==> src/rtl/hart_mem_scheduler.sv <==
// Round-robin, quantum-based owner scheduler for the shared MMU/memory port.
// The port changes hands only at a safe point of the owner and after the memory path drains.
module hart_mem_scheduler #(
  parameter int N_HARTS = 2,
  parameter int QUANTUM = 1024,
  parameter int SW      = (N_HARTS > 1) ? $clog2(N_HARTS) : 1,
  parameter int QW      = $clog2(QUANTUM + 1)
) (
  input  logic               CLK,
  input  logic               RST_X,
  input  logic [N_HARTS-1:0] w_req,
  input  logic [N_HARTS-1:0] w_safe,
  input  logic               w_mem_idle,
  input  logic               w_mc_hold,
  input  logic               w_mmu_fault,
  input  logic               w_busy_in,
  output logic [SW-1:0]      r_sel,
  output logic [N_HARTS-1:0] r_grant,
  output logic [N_HARTS-1:0] w_core_busy,
  output logic               r_switch,
  output logic [QW-1:0]      r_qleft,
  output logic [1:0]         r_state
);

  typedef enum logic [1:0] {
    IDLE  = 2'd0,
    OWN   = 2'd1,
    DRAIN = 2'd2
  } state_e;

  localparam logic [QW-1:0] QFULL = QW'(QUANTUM);

  state_e               state, state_nx;
  logic [SW-1:0]        sel_nx;
  logic [N_HARTS-1:0]   grant_nx;
  logic                 switch_nx;
  logic [QW-1:0]        qleft_nx;

  logic [SW-1:0]        next_hart;
  logic                 next_ok;
  logic                 own_req;
  logic                 own_safe;
  logic                 other_req;
  logic                 want_switch;

  // Scan from the farthest candidate back to the nearest so the nearest
  // requester after r_sel wins; r_sel itself is the farthest (i == N_HARTS).
  always_comb begin
    int          idx;
    logic [SW-1:0] idx_sw;
    next_hart = r_sel;
    next_ok   = 1'b0;
    idx       = 0;
    idx_sw    = '0;
    for (int i = N_HARTS; i >= 1; i--) begin
      idx    = (int'(r_sel) + i) % N_HARTS;
      idx_sw = SW'(idx);
      if (w_req[idx_sw]) begin
        next_hart = idx_sw;
        next_ok   = 1'b1;
      end
    end
  end

  assign own_req     = w_req[r_sel];
  assign own_safe    = w_safe[r_sel];
  assign other_req   = |(w_req & ~(N_HARTS'(1) << r_sel));
  assign want_switch = !own_req || ((r_qleft == '0) && other_req);

  always_comb begin
    state_nx  = state;
    sel_nx    = r_sel;
    grant_nx  = r_grant;
    switch_nx = 1'b0;
    qleft_nx  = r_qleft;
    case (state)
      IDLE: begin
        if (next_ok) begin
          state_nx  = OWN;
          sel_nx    = next_hart;
          grant_nx  = N_HARTS'(1) << next_hart;
          qleft_nx  = QFULL;
          switch_nx = 1'b1;
        end
      end
      OWN: begin
        // A dropped request needs no safe point; hold and fault defer any hand-over.
        if (want_switch && (own_safe || !own_req) && !w_mc_hold && !w_mmu_fault) begin
          state_nx = DRAIN;
          grant_nx = '0;
        end else if ((r_qleft == '0) && own_req && !other_req) begin
          qleft_nx = QFULL;
        end else if (r_qleft != '0) begin
          qleft_nx = r_qleft - QW'(1);
        end
      end
      DRAIN: begin
        if (w_mem_idle && !w_mc_hold) begin
          if (next_ok) begin
            state_nx  = OWN;
            sel_nx    = next_hart;
            grant_nx  = N_HARTS'(1) << next_hart;
            qleft_nx  = QFULL;
            switch_nx = 1'b1;
          end else begin
            state_nx = IDLE;
          end
        end
      end
      default: begin
        state_nx = IDLE;
        grant_nx = '0;
      end
    endcase
  end

  // NOTE: state registers use non-blocking assignments so every flop samples
  // pre-edge values; blocking here would create order-dependent simulation.
  always_ff @(posedge CLK or negedge RST_X) begin
    if (!RST_X) begin
      state    <= IDLE;
      r_sel    <= '0;
      r_grant  <= '0;
      r_switch <= 1'b0;
      r_qleft  <= '0;
    end else begin
      state    <= state_nx;
      r_sel    <= sel_nx;
      r_grant  <= grant_nx;
      r_switch <= switch_nx;
      r_qleft  <= qleft_nx;
    end
  end

  assign w_core_busy = ~r_grant | (r_grant & {N_HARTS{w_busy_in}});
  assign r_state     = state;

endmodule

==> config.mk <==
export PLATFORM = sky130hd
export DESIGN_NAME = hart_mem_scheduler
export DESIGN_NICKNAME = d
export VERILOG_FILES = /design/src/rtl/hart_mem_scheduler.sv
export SDC_FILE = /design/constraint.sdc
export NUM_CORES = 1
export LEC_CHECK = 0
export CAP_MARGIN = 20
export CORE_MARGIN = 1
export CORE_UTILIZATION = 46
export CTS_CLUSTER_SIZE = 14
export DETAILED_ROUTE_END_ITERATION = 8
export PLACE_DENSITY = 0.9
export SKIP_LAST_GASP = 1
export SLEW_MARGIN = 20
export SYNTH_ARGS = -nofsm -noshare
export SYNTH_HDL_FRONTEND = slang
export SYNTH_SLANG_ARGS = --single-unit
==> constraint.sdc <==
create_clock -name CLK -period 2.1 [get_ports CLK]
set_input_delay 0.42 -clock CLK [delete_from_list [all_inputs] [get_ports CLK]]
set_output_delay 0.42 -clock CLK [all_outputs]
set_load 0.1 [all_outputs]
# Word level (Yosys, flattened, before mapping)
# Index checks and enable logic that the tools add are counted.
# word_totals
register_bits,17
out_inout_bits,19
in_bits,10
wordCells,81
# op_classes
order_cmp,3
reduce_logical,23
n_shift,2
muxes,33
bitwise_logic,5
n_eq_ne,7
addsub,3
# op_table
operator,count
$mux 11,5
$pmux 11 s3,1
$mux 1,17
$mux 2,6
$pmux 2 s3,2
$logic_not 11->1,1
$reduce_bool 11->1,1
$sub 11x1->11 const B,1
$ne 2x2->1 const B,4
$logic_and 1x1->1,7
$lt 1x2->1 const B,3
$and 2x2->2,2
$logic_not 1->1,4
$not 2->2,2
$pmux 1 s2,2
$reduce_and 2->1,2
$reduce_and 4->1,1
$shl 1x1->2 const A,2
$ne 3x3->1 const B,1
$reduce_and 3->1,1
$reduce_bool 3->1,1
$add 1x1->1 const B,2
$eq 2x1->1 const B,1
$eq 2x2->1 const B,1
5 further kinds,6

# Depth between registers and ports, before layout
# Gate-level depths: netlist of the first run.
# depth
word_depth,11
mapped_depth,8
ltp_nobuf,7

# Least setup slack after synthesis of the first run
# No wires, ideal clock.
# synth_timing
path_type,register to register
from,register r_qleft[0]
to,register r_qleft[9]
slack_ps,-395
synth_period_minus_slack_ps,2495
required_ps,2027
path_buffers,1
arrival_ps,2422
stages_incl_launch_ff,9
setup_time_ps,73
path_cell_list,dfrtp_1 > inv_1 > ha_1 > nor4b_1 > and3_1 > buf_4 > a21oi_2 > o311ai_1 > nand3_1
# synth_between
elab_chain_cells,8
word_cells_on_any_way,17
classes_between,add/sub: 1; eq/ne: 2; mux: 4; reduce/logical: 10
# synth_rtl
element,line_no,source
"start, declared",21,"output logic [QW-1:0] r_qleft,"
"start signal, assigned",131,r_qleft <= qleft_nx;
branches (longest 8 deep; another with $sub 11x1->11),--,
# Parallel ways; which one is timed is not known. The select of a mux whose other input is x is not followed.
# A chain may end at the register's enable or synchronous reset.

# Worst setup path after layout of the first run
# layout_timing
from,register r_qleft[1]
to,register r_qleft[8]
# The elaborated chain is that of the path after synthesis.

==> qor.txt, run 1 <==
Status -> complete, no violations
TritonCTS clock tree -> yes
Row Count -> 16
R2R depth -> 7
First-pass GRT wire length -> 4350 um
GRT Residual Overflow -> 0
DR vias -> 1008
Post-DR vias/cell -> 5.73
Setup CP Type -> register to register
H-Tree Depth -> 1
Worst Setup SP -> r_qleft[1]
I/O pin count -> 29
Clk buf depth -> 2
Multi-input gate area -> 548 um^2
Die Height -> 48.4 um
Per-cell routed wire length -> 14.5 um
Slowest CP cell -> dfrtp_4
Core Box Area -> 1980 um^2
Die Area -> 2340 um^2
Skew final -> 0.00907 ns
Max frequency -> 0.490 GHz
Post-cts sizing count -> 0
RSZ-0062 raised after global routing -> true
Worst reg2reg startpoint -> r_qleft[1]
Post-CTS setup repair buffer count -> 0
Synth warnings -> 0
CP Launch Type -> register
Seq/Total Area, Yosys -> 0.430
PnR worst setup slack -> 0.0610 ns
Worst-Skew Late Latency -> 0.30 ns
CP Cell Sequence -> inv_1, ha_2, or3b_1, or3_4, nor3_2, nand2b_1, a31oi_1
Initial drt markers -> 18
Final ANT Viol Nets -> 0
CTS Buf Count -> 3
Syn nets -> 119
Tightest Pin Transition -> 0.493 ns
Largest net degree at the start of global routing -> 18
Synth Instances -> 107
PortBufs -> 28
Fin crit share -> 0.971
Worst-path maximum fanout -> 4
Initial Utilization -> 0.499
Syn avg cell area -> 9.24 um^2
WP data arrival -> 2.23 ns
Area Growth Syn to Fin -> 41.9%
Min-delay worst type -> input port to async pin
Vias in the first global route -> 994
Gr usage total -> 0.238
Root buf cell -> clkbuf_4
WL final -> 2550 um
Reg-to-reg setup timing slack -> 0.06 ns
Fin nets -> 162
CTS Hold Bufs -> 0
Reg area -> 435 um^2
Worst stage delay on the critical path -> 0.51 ns
Synthesized cell area -> 988 um^2
Clock slew at reported path FFs -> 0.10 ns
Initial antenna violation count -> 0
Layout cells sized above 1 -> 0.342
Final-report hold violation count -> 0
CP Capture Type -> register
Final Slew Violations -> 0
CTS Sinks -> 17
Fillers -> 150
Max-cap violations -> 0
Worst path required time -> 2.29 ns
Residual DRC -> 0
Slew margin rel. -> 0.671
N_diodes -> 0
Yosys reg bits -> 17
Die width -> 48.4 um
Minimum clock period -> 2.04 ns
DR pass1 iterations -> 4
Final setup violation count -> 0
Place WS -> -0.0238 ns
Routability-driven placement congestion ratio -> 0.815
Post-DP HPWL -> 1880 um
Synth cell types -> 36
logic make-up after synthesis:
logic type      after synthesis  share of synthesized area
compound gates               31                      0.201
fa+ha+maj                     2                     0.0253
flops                        17                      0.430
buf+inv                       5                     0.0304
mux                           1                     0.0101
simple gates                 51                      0.303
final timing paths:
kind                               to
max in group asynchronous  r_qleft[1]
min in group CLK           r_qleft[8]
hold / removal             r_qleft[8]
hold reg to reg            r_qleft[8]
setup / recovery           r_qleft[8]
setup reg to reg           r_qleft[8]
cell type report:
| type | instances | share of cell area |
|---|---|---|
| Multi-Input combinational cell | 85 | 0.391 |
| Sequential cell | 17 | 0.310 |
| Timing Repair Buffer | 40 | 0.248 |
| Tap cell | 27 | 0.0241 |
| Clock buffer | 4 | 0.0187 |
| Inverter | 3 | 0.00803 |
cell usage in the layout, fill, tap and decap left out, types with 3 or more instances in the layout:
master / count
a21oi_1: 8
a31oi_1: 10
buf_4: 29
clkbuf_4: 3
clkdlybuf4s50_1: 9
dfrtp_1: 13
nand2_1: 8
nand2b_1: 7
nand3_1: 3
nand3b_1: 3
nor2_1: 10
nor3_1: 5
per-stage QoR:
step	util	TNS, ns	area (um^2)	hold slack, ns	cells
after floorplan	-	-0.00620	1000	0.124	107
after global placement	0.689	0	1370	0.497	172
after detailed placement	0.689	-0.0238	1370	0.506	172
after CTS	0.703	0	1390	0.460	176
after global routing	0.708	-0.0510	1400	0.475	176
final	0.708	0	1400	0.443	176
critical path, delay by kind of cell, from the launching register on:
| family | cells | cell delay [ns] |
|---|---|---|
| compound gates | 1 | 0.08 |
| fa+ha+maj | 1 | 0.22 |
| buf+inv | 1 | 0.12 |
| flops | 1 | 0.51 |
| simple gates | 4 | 1.01 |
synth_stat cells:
library cell	count	area [um^2]
a21oi_1	8	40.0
a21oi_2	1	8.76
a31o_2	1	8.76
a31oi_1	10	62.6
a32oi_1	1	8.76
and2b_1	1	7.51
and3_1	1	6.26
buf_4	1	7.51
buf_6	1	11.3
dfrtp_1	17	425
ha_1	2	25.0
inv_1	3	11.3
mux2i_1	1	10.0
nand2_1	8	30.0
nand2b_1	9	56.3
nand3_1	3	15.0
nand3b_1	3	22.5
nand4_1	1	6.26
nor2_1	10	37.5
nor2b_1	1	6.26
nor3_1	5	25.0
nor3_2	1	10.0
nor3b_1	1	7.51
nor4_2	2	25.0
nor4b_1	1	8.76
o21a_1	1	7.51
o21ai_0	2	10.0
o21ai_1	2	10.0
o21bai_1	1	7.51
o2bb2ai_1	2	17.5
o311ai_1	1	8.76
o32ai_1	1	8.76
or2_1	1	6.26
or3_4	1	11.3
or3b_1	1	8.76
or3b_2	1	8.76
metal layers:
metal  vias to the layer above  routed length (um)  global-route usage
met2                        43                1290               0.430
met5                         -                   0                   0
li1                        483                   -                   -
met3                         7                 172              0.0346
met1                       475                1040               0.276
met4                         0                  53               0.108
flip-flops by register name, summed over array words and instances, names as in the netlist:
signal,cells
r_qleft,11
r_grant,2
r_state,2
r_sel,1
r_switch,1
Power of run 1 is left out: the tool's default activity adds up to more than one toggle a clock period on the data nets, which glitch-free logic cannot reach.
==> inputs of run 2 (changes only) <==
- ABC_CLOCK_PERIOD_IN_PS: unset -> 2100
==> results of run 2 <==
No change in the layout: final DEF, timing and power equal those of run 1.
Power of run 2 is left out for the same reason.
==> inputs of run 3 (changes only) <==
- GPL_ROUTABILITY_DRIVEN: unset -> 0
==> results of run 3 <==
No change in the layout: final DEF, timing and power equal those of run 1.
Power of run 3 is left out for the same reason.
